--- src/rtl/spi_target_pkg.sv ---
// Shared constants and FSM states for the 40-bit register datagram.
// The motor-driver SPI master uses the same frame constants.
package spi_target_pkg;

    localparam int FRAME_BITS  = 40;
    localparam int WR_FLAG_BIT = FRAME_BITS - 1;
    localparam int STATUS_W    = 8;
    localparam int CNT_W       = 6;
    localparam int CNT_SAT     = FRAME_BITS + 1;

    typedef enum logic [1:0] {
        IDLE,
        SHIFT,
        COMMIT
    } state_t;

    // Counts one past a full frame so overlong frames stay distinguishable.
    function automatic logic [CNT_W-1:0] cnt_inc(
        input logic [CNT_W-1:0] c
    );
        if (c >= CNT_W'(CNT_SAT)) begin
            return c;
        end
        return c + CNT_W'(1);
    endfunction

endpackage

--- src/rtl/spi_sync_edge.sv ---
// Two-flop synchroniser with a third flop for rise/fall pulse detection.
// EDGE_EN=0 keeps the pulse outputs tied low (data-only lines).
module spi_sync_edge #(
    parameter bit EDGE_EN = 1'b1
) (
    input  logic clk_in,
    input  logic reset_in,
    input  logic async_in,
    output logic sync_out,
    output logic rise_out,
    output logic fall_out
);

    logic r_meta;
    logic r_sync;
    logic r_prev;

    always_ff @(posedge clk_in) begin
        if (reset_in) begin
            r_meta <= 1'b0;
            r_sync <= 1'b0;
            r_prev <= 1'b0;
        end else begin
            r_meta <= async_in;
            r_sync <= r_meta;
            r_prev <= r_sync;
        end
    end

    assign sync_out = r_sync;
    assign rise_out = EDGE_EN & r_sync & ~r_prev;
    assign fall_out = EDGE_EN & ~r_sync & r_prev;

endmodule

--- src/rtl/spi_target.sv ---
// SPI mode-3 responder for the 40-bit register datagram with a small bank.
// Define SPI_TARGET_RDCLR_EN to make register 1 clear-on-read over SPI.
module spi_target
    import spi_target_pkg::*;
#(
    parameter int DATA_WIDTH = 32,
    parameter int ADDR_WIDTH = 7,
    parameter int NUM_REGS   = 16
) (
    input  logic                  clk_in,
    input  logic                  reset_in,
    input  logic                  sck_in,
    input  logic                  cs_n_in,
    input  logic                  sdi_in,
    output logic                  sdo_out,
    output logic                  sdo_oe_out,
    input  logic [STATUS_W-1:0]   status_in,
    input  logic [ADDR_WIDTH-1:0] host_addr_in,
    output logic [DATA_WIDTH-1:0] host_rdata_out,
    output logic                  wr_valid_out,
    output logic [ADDR_WIDTH-1:0] wr_addr_out,
    output logic [DATA_WIDTH-1:0] wr_data_out,
    output logic                  frame_err_out
);

    localparam int IDX_W = (NUM_REGS > 1) ? $clog2(NUM_REGS) : 1;

    logic w_sck_sync_unused;
    logic w_sck_rise;
    logic w_sck_fall;
    logic w_cs_sync;
    logic w_cs_rise;
    logic w_cs_fall;
    logic w_sdi_sync;
    logic w_sdi_rise_unused;
    logic w_sdi_fall_unused;

    spi_sync_edge #(.EDGE_EN(1'b1)) u_sck_sync (
        .clk_in   (clk_in),
        .reset_in (reset_in),
        .async_in (sck_in),
        .sync_out (w_sck_sync_unused),
        .rise_out (w_sck_rise),
        .fall_out (w_sck_fall)
    );

    spi_sync_edge #(.EDGE_EN(1'b1)) u_cs_sync (
        .clk_in   (clk_in),
        .reset_in (reset_in),
        .async_in (cs_n_in),
        .sync_out (w_cs_sync),
        .rise_out (w_cs_rise),
        .fall_out (w_cs_fall)
    );

    spi_sync_edge #(.EDGE_EN(1'b0)) u_sdi_sync (
        .clk_in   (clk_in),
        .reset_in (reset_in),
        .async_in (sdi_in),
        .sync_out (w_sdi_sync),
        .rise_out (w_sdi_rise_unused),
        .fall_out (w_sdi_fall_unused)
    );

    state_t r_state;
    state_t w_next;

    logic                  r_armed;
    logic                  r_fall_pend;
    logic [CNT_W-1:0]      r_cnt;
    logic [FRAME_BITS-1:0] r_tx;
    logic [FRAME_BITS-1:0] r_rx;
    logic [ADDR_WIDTH-1:0] r_rd_ptr;
    logic [DATA_WIDTH-1:0] r_bank [NUM_REGS];
    logic                  r_sdo;
    logic                  r_sdo_oe;
    logic                  r_wr_valid;
    logic [ADDR_WIDTH-1:0] r_wr_addr;
    logic [DATA_WIDTH-1:0] r_wr_data;
    logic                  r_frame_err;
    logic [DATA_WIDTH-1:0] r_host_rdata;

    logic                  w_load;
    logic                  w_end;
    logic                  w_commit;
    logic                  w_frame_ok;
    logic [ADDR_WIDTH-1:0] w_rx_addr;
    logic [DATA_WIDTH-1:0] w_rx_data;
    logic                  w_rx_wr;
    logic                  w_addr_ok;
    logic [IDX_W-1:0]      w_idx;
    logic                  w_do_write;
    logic [DATA_WIDTH-1:0] w_rd_data;

    always_ff @(posedge clk_in) begin
        if (reset_in) begin
            r_state <= IDLE;
        end else begin
            r_state <= w_next;
        end
    end

    always_comb begin
        w_next   = r_state;
        w_load   = 1'b0;
        w_end    = 1'b0;
        w_commit = 1'b0;
        unique case (r_state)
            IDLE: begin
                if (r_armed && !w_cs_sync &&
                    (w_cs_fall || r_fall_pend)) begin
                    w_next = SHIFT;
                    w_load = 1'b1;
                end
            end
            SHIFT: begin
                if (w_cs_rise) begin
                    w_next = COMMIT;
                    w_end  = 1'b1;
                end
            end
            COMMIT: begin
                w_next   = IDLE;
                w_commit = 1'b1;
            end
            default: begin
                w_next = IDLE;
            end
        endcase
    end

    assign w_frame_ok = (r_cnt == CNT_W'(FRAME_BITS));
    assign w_rx_addr  = r_rx[FRAME_BITS-2 -: ADDR_WIDTH];
    assign w_rx_data  = r_rx[DATA_WIDTH-1:0];
    assign w_rx_wr    = r_rx[WR_FLAG_BIT];
    assign w_addr_ok  = int'(w_rx_addr) < NUM_REGS;
    assign w_idx      = w_rx_addr[IDX_W-1:0];
    assign w_do_write = w_commit & w_frame_ok & w_rx_wr & w_addr_ok;

    assign w_rd_data = (int'(r_rd_ptr) < NUM_REGS)
                     ? r_bank[r_rd_ptr[IDX_W-1:0]]
                     : '0;

`ifdef SPI_TARGET_RDCLR_EN
    logic w_rdclr;
    // Register 1 clears once its value has gone out, unless this frame rewrites it.
    assign w_rdclr = w_commit & w_frame_ok &
                     (r_rd_ptr == ADDR_WIDTH'(1)) &
                     ~(w_do_write && (w_idx == IDX_W'(1)));
`endif

    always_ff @(posedge clk_in) begin
        if (reset_in) begin
            r_armed     <= 1'b0;
            r_fall_pend <= 1'b0;
            r_cnt       <= '0;
            r_tx        <= '0;
            r_rx        <= '0;
            r_rd_ptr    <= '0;
            r_sdo       <= 1'b1;
            r_sdo_oe    <= 1'b0;
            r_wr_valid  <= 1'b0;
            r_wr_addr   <= '0;
            r_wr_data   <= '0;
            r_frame_err <= 1'b0;
        end else begin
            r_wr_valid  <= 1'b0;
            r_frame_err <= 1'b0;
            r_armed     <= r_armed | w_cs_sync;
            if (r_state == COMMIT && w_cs_fall) begin
                r_fall_pend <= 1'b1;
            end else if (r_state == IDLE) begin
                r_fall_pend <= 1'b0;
            end
            if (w_load) begin
                r_tx     <= {status_in, w_rd_data};
                r_cnt    <= '0;
                r_sdo_oe <= 1'b1;
            end
            if (r_state == SHIFT) begin
                if (w_sck_fall) begin
                    r_sdo <= r_tx[FRAME_BITS-1];
                    r_tx  <= r_tx << 1;
                end
                if (w_sck_rise) begin
                    r_rx  <= {r_rx[FRAME_BITS-2:0], w_sdi_sync};
                    r_cnt <= cnt_inc(r_cnt);
                end
            end
            if (w_end) begin
                r_sdo_oe <= 1'b0;
                r_sdo    <= 1'b1;
            end
            if (w_commit) begin
                if (w_frame_ok) begin
                    r_rd_ptr <= w_rx_addr;
                end else begin
                    r_frame_err <= 1'b1;
                end
            end
            if (w_do_write) begin
                r_wr_valid <= 1'b1;
                r_wr_addr  <= w_rx_addr;
                r_wr_data  <= w_rx_data;
            end
        end
    end

    always_ff @(posedge clk_in) begin
        if (reset_in) begin
            for (int i = 0; i < NUM_REGS; i++) begin
                r_bank[i] <= '0;
            end
        end else begin
`ifdef SPI_TARGET_RDCLR_EN
            if (w_rdclr) begin
                r_bank[1] <= '0;
            end
`endif
            if (w_do_write) begin
                r_bank[w_idx] <= w_rx_data;
            end
        end
    end

    // Sampled before any same-cycle bank write lands, so host sees the old value.
    always_ff @(posedge clk_in) begin
        if (reset_in) begin
            r_host_rdata <= '0;
        end else if (int'(host_addr_in) < NUM_REGS) begin
            r_host_rdata <= r_bank[host_addr_in[IDX_W-1:0]];
        end else begin
            r_host_rdata <= '0;
        end
    end

    assign sdo_out        = r_sdo;
    assign sdo_oe_out     = r_sdo_oe;
    assign wr_valid_out   = r_wr_valid;
    assign wr_addr_out    = r_wr_addr;
    assign wr_data_out    = r_wr_data;
    assign frame_err_out  = r_frame_err;
    assign host_rdata_out = r_host_rdata;

endmodule

--- config.mk ---
export PLATFORM = sky130hd
export DESIGN_NAME = spi_target
export DESIGN_NICKNAME = d
export VERILOG_FILES = /design/src/rtl/spi_target_pkg.sv /design/src/rtl/spi_sync_edge.sv /design/src/rtl/spi_target.sv
export SDC_FILE = /design/constraint.sdc
export NUM_CORES = 1
export LEC_CHECK = 0
export ABC_AREA = 1
export CAP_MARGIN = 5
export CORE_ASPECT_RATIO = 2
export CORE_MARGIN = 2
export CORE_UTILIZATION = 45
export CTS_BUF_LIST = sky130_fd_sc_hd__clkbuf_4
export DETAILED_ROUTE_END_ITERATION = 6
export SKIP_CTS_REPAIR_TIMING = 1
export SYNTH_ARGS = -nofsm -noshare
export SYNTH_HDL_FRONTEND = slang
export SYNTH_SLANG_ARGS = --single-unit
export TNS_END_PERCENT = 1
--- constraint.sdc ---
create_clock -name clk_in -period 3.4 [get_ports clk_in]
set_input_delay 0.85 -clock clk_in [delete_from_list [all_inputs] [get_ports clk_in]]
set_output_delay 0.85 -clock clk_in [all_outputs]
set_load 0.05 [all_outputs]
# Word level (Yosys, flattened, before mapping)
# Memory sizes are Yosys's and may differ from the RTL's. A register that Yosys moved wholly into a read port is not among the register bits.
# Cells that the tools add are included.
totals:
  ff_bits: 148
  mem_bits_rw: 512
  in_bits: 20
  mem_count: 1
memory_table:
  columns: ["name", "depth", "width", "rd", "rd_clocked_by_memory_dff", "wr", "line_no", "source"]
  rows:
  - ["r_bank", 16, 32, 2, 2, 16, "spi_target.sv:74", "logic [DATA_WIDTH-1:0] r_bank [NUM_REGS];"]
op_classes:
  n_mux: 33
  n_reduce_logical: 15
  eq_ne: 6
  add_sub_neg: 1
  magnitude_cmp: 4
  n_bitwise: 14
ops:
  columns: ["op", "count"]
  rows:
  - ["40-bit 2-to-1 mux", 3]
  - ["32-bit 2-to-1 mux", 2]
  - ["32-bit OR reduction", 1]
  - ["6-bit 2-to-1 mux", 4]
  - ["7-bit by 5-bit < comparator with 1-bit output, second input constant", 3]
  - ["1-bit 2-to-1 mux", 18]
  - ["4-bit 2-to-1 mux", 3]
  - ["2-bit AND reduction", 4]
  - ["1-bit bitwise AND", 7]
  - ["6-bit by 1-bit adder with 6-bit output, second input constant", 1]
  - ["6-bit equality test, second input constant", 1]
  - ["6-bit greater-or-equal comparator, second input constant", 1]
  - ["1-bit inverter", 6]
  - ["2-bit OR reduction", 3]
  - ["2-bit 2-to-1 mux", 2]
  - ["4-bit != test, second input constant", 1]
  - ["2-bit case mux with 2 select lines", 1]
  - ["1-bit logical AND", 3]
  - ["2-bit by 1-bit equality test with 1-bit output, second input constant", 1]
  - ["2-bit equality test, second input constant", 1]
  - ["2-bit logical NOT", 1]
  - ["2-bit by 1-bit != test with 1-bit output, second input constant", 1]
  - ["2-bit != test, second input constant", 1]
  - ["2-bit nonzero test", 1]
  - ["3 further kinds", 3]

# Longest topological paths before layout
logic_depth:
  word_depth: 10
  depth_mapped: 11

# Hierarchy
# A second synthesis with hierarchy kept.
hier_totals:
  hier_cells: 4307
  hier_area_um2: 34758.3
modules_own_cells:
  columns: ["mod", "seq_area_each_um2", "cells_each", "n_inst", "area_each_um2"]
  rows:
  - ["spi_target", 18898.1, 4274, 1, 34496.8]
  - ["spi_sync_edge at u_cs_sync ...", 60.1, 12, 2, 93.8]
  - ["spi_sync_edge at u_sdi_sync", 40.0, 9, 1, 73.8]

# Worst setup path before layout
# Ideal clock, no wire load.
synth_timing:
  kind: "in2reg"
  startpoint: "in reset_in"
  endpoint: "mem r_bank[0][0], enable pin"
  setup_time_ns: 0.478
  required_ns: 2.922
  path_buffers: 4
  setup_slack_ns: 0.447
  arrival_ns: 2.475
  stages: 6
  cell_sequence: "buf_2 -> inv_1 -> buf_4 -> buf_2 -> clkbuf_1 -> nand2_1"
synth_lines:
  columns: ["item", "line_no", "source"]
  rows:
  - ["from (decl)", "spi_target.sv:11", "input logic reset_in,"]
  - ["to (decl)", "spi_target.sv:74", null]

# Final worst setup path
layout_timing:
  startpoint: "reg r_host_rdata[15] (netlist: host_rdata_out[15]) (read register of r_bank)"
  endpoint: "out host_rdata_out[15]"
layout_lines:
  columns: ["item", "line_no", "source"]
  rows:
  - ["from (decl)", "spi_target.sv:81", "logic [DATA_WIDTH-1:0] r_host_rdata;"]
  - ["to (decl)", "spi_target.sv:19", "output logic [DATA_WIDTH-1:0] host_rdata_out,"]
# No word-level cell between the ends.

==> out/qor.yml <==
outcome: "completed"
clk_pin_slew_worst_paths_ns: 0.06
fin_crit_ns: 3.17
power.total_mw: 17.9
grt_pass1_vias: 30303
grt_max_degree: 156
syn_nets: 4367
worstSetupStartpointType: "flop"
endpoint_kind: "output port"
cts_tree: "done"
antenna_found_initial: 3
drtIter0Drc: 3027
antenna_left: 0
grt_pass1_wl_mm: 180
die_x_um: 202
htreeDepth: 4
multi_input_area_mm2: 0.0128
drt_pass1_iterations: 7
cp_slowest_stage_delay_ns: 0.85
max_cap_violations: 0
yosys_warnings: 0
crit_fanout: 1
place.detailed.hpwl_mm: 68.1
fillers: 7496
num_io_pins: 95
grt_setup_unrepaired: "no"
p_per_area_mw_per_mm2: 453
post_drt_via_cell_ratio: 5.64
place.gp.congestion: 0.843
finalCritPeriodShare: 0.933
syn2layout_area_growth_pct: 12.1
path_delay_family: "buffers and inverters"
cts_buffer_depth: 3
leakagePower_nw: 15.4
die-height_um: 400
slew_viol_final: 0
setup_viol: 0
grt_overflow: 0
arrival_ns: 2.32
synth-async-reset-ratio: 0
cts_made_buffers: 163
path_cells: "clkdlybuf4s50_1"
ys.flop_type: "edfxtp_1"
setup_ws_ns: 0.228
critPathKind: "reg2out"
nNetsFinal: 4393
io_buffers: 94
dpl-instance-area_mm2: 0.0375
wl_per_cell_um: 22.0
insertion_delay_ns: 1.04
regArea_mm2: 0.0191
cts_root_buf: "clkbuf_4"
drc: 0
cts.sinks: 696
drive_above_1_share: 0.108
fin_setup_tns_ns: 0
die_area_mm2: 0.0809
pre_cts_ws_ns: 0.541
vias: 31219
final_hold_viol_count: 0
syn_avg_cell_area_um2: 8.14
cp_slowest_cell: "clkdlybuf4s50_1"
fin_worst_skew_ns: 0.0556
synth_edf_count: 512
wl_mm: 122
final_area_mm2: 0.0396
core_region_area_mm2: 0.0780
slew_headroom: 0.209
vdd_drop_max_mv: 0.313
dpl.cell_count: 5233
grt.total_usage: 0.299
fmax_mhz: 315
synth_seq_area_share: 0.539
synthCells: 4343
rows: 145
min_path_type: "in2reg"
synth_cell_type_count: 31
critical_path_required_ns: 2.55
path_buf_inv: 1
final_cells: 5531
initial_core_util: 0.453
tightest_slew_ns: 1.18
synth-seq-cells: 696
synth_area_mm2: 0.0353
-- path summary, 6_finish.rpt --
kind                                 start                            end  slack, ns  depth (start not counted)
min                                 sck_in   u_sck_sync.r_meta$_SDFF_PP0_       0.36                          3
min reg2reg    u_cs_sync.r_meta$_SDFF_PP0_  u_cs_sync.sync_out$_SDFF_PP0_       0.38                          2
max          host_rdata_out[15]$_SDFF_PP0_             host_rdata_out[15]       0.23                          1
max reg2reg          r_cnt[0]$_SDFFE_PP0P_    r_bank[0][16]$_SDFFCE_PN0P_       0.81                         11
-- stage by stage --
| step | utilization | hold slack, ns |
|---|---|---|
| after floorplan | - | 0.388 |
| after global placement | 0.480 | 0.393 |
| after detailed placement | 0.480 | 0.392 |
| after CTS | 0.508 | 0.246 |
| after global routing | 0.508 | 0.335 |
| final | 0.508 | 0.358 |
-- kinds of logic after synthesis --
logic type | after synthesis | share of synthesized area
buffers and inverters | 909 | 0.101
AOI/OAI and AO/OA | 795 | 0.115
and+or+nand+nor | 1939 | 0.243
adders and majority gates | 4 | 0.00142
DFF | 696 | 0.539
-- cells in the final DEF (no fill, tap or decap), types with 19 or more instances in the layout --
cell | synthesis | layout
nand2_1 | 647 | 629
nand3_1 | 608 | 606
nor2_1 | 603 | 602
inv_1 | 523 | 519
edfxtp_1 | 512 | 512
a21oi_1 | 399 | 399
o21ai_0 | 352 | 352
clkbuf_4 | 0 | 232
dfxtp_1 | 184 | 180
clkdlybuf4s50_1 | 0 | 90
buf_4 | 1 | 80
clkinv_1 | 35 | 70
o211ai_1 | 34 | 34
buf_12 | 0 | 33
or2_2 | 20 | 20
nor2_2 | 19 | 19
-- synthesized netlist by cell type, types with 6 or more instances --
| library cell | n | area [µm²] |
|---|---|---|
| a21oi_1 | 399 | 2000 |
| a31oi_1 | 8 | 50.1 |
| buf_1 | 56 | 210 |
| buf_2 | 65 | 325 |
| buf_6 | 9 | 101 |
| clkbuf_1 | 214 | 803 |
| clkinv_1 | 35 | 131 |
| dfxtp_1 | 184 | 3680 |
| edfxtp_1 | 512 | 15400 |
| inv_1 | 523 | 1960 |
| inv_2 | 6 | 22.5 |
| nand2_1 | 647 | 2430 |
| nand3_1 | 608 | 3040 |
| nand4_4 | 16 | 340 |
| nor2_1 | 603 | 2260 |
| nor2_2 | 19 | 119 |
| nor2_4 | 12 | 135 |
| o211ai_1 | 34 | 255 |
| o21ai_0 | 352 | 1760 |
| or2_2 | 20 | 125 |
-- where the power goes --
group          switching (mW)  internal [mW]  leakage, nW  total (mW)
logic                   0.930          0.401         7.73        1.33
registers               0.117           9.39         6.37        9.51
clock network            3.61           3.48         1.26        7.08
total                    4.65           13.3         15.4        17.9
-- area by class of cell --
class / count / area share
Sequential cell: 696 / 0.482
Multi-Input combinational cell: 2738 / 0.323
Timing Repair Buffer: 206 / 0.0554
Inverter: 564 / 0.0540
Clock buffer: 232 / 0.0440
Tap cell: 1029 / 0.0325
Clock inverter: 65 / 0.00989
Antenna cell: 1 / 0.0000632
-- flip-flops by register name, indices dropped and copies added (netlist names), 6 cells and up, named ones only --
register,count
host_rdata_out,32
r_bank,512
r_cnt,6
r_rd_ptr,7
r_rx,40
r_tx,40
wr_addr_out,7
wr_data_out,32
-- routing by layer --
metal  track usage  vias to the layer above  share of wire
li1              -                    14423              -
met1         0.351                    14647           0.36
met2         0.501                     1681           0.48
met3        0.0498                      466          0.086
met4         0.197                        2          0.066
met5             0                        -       0.000099
Note: power is estimated with default switching activity, not from simulation.
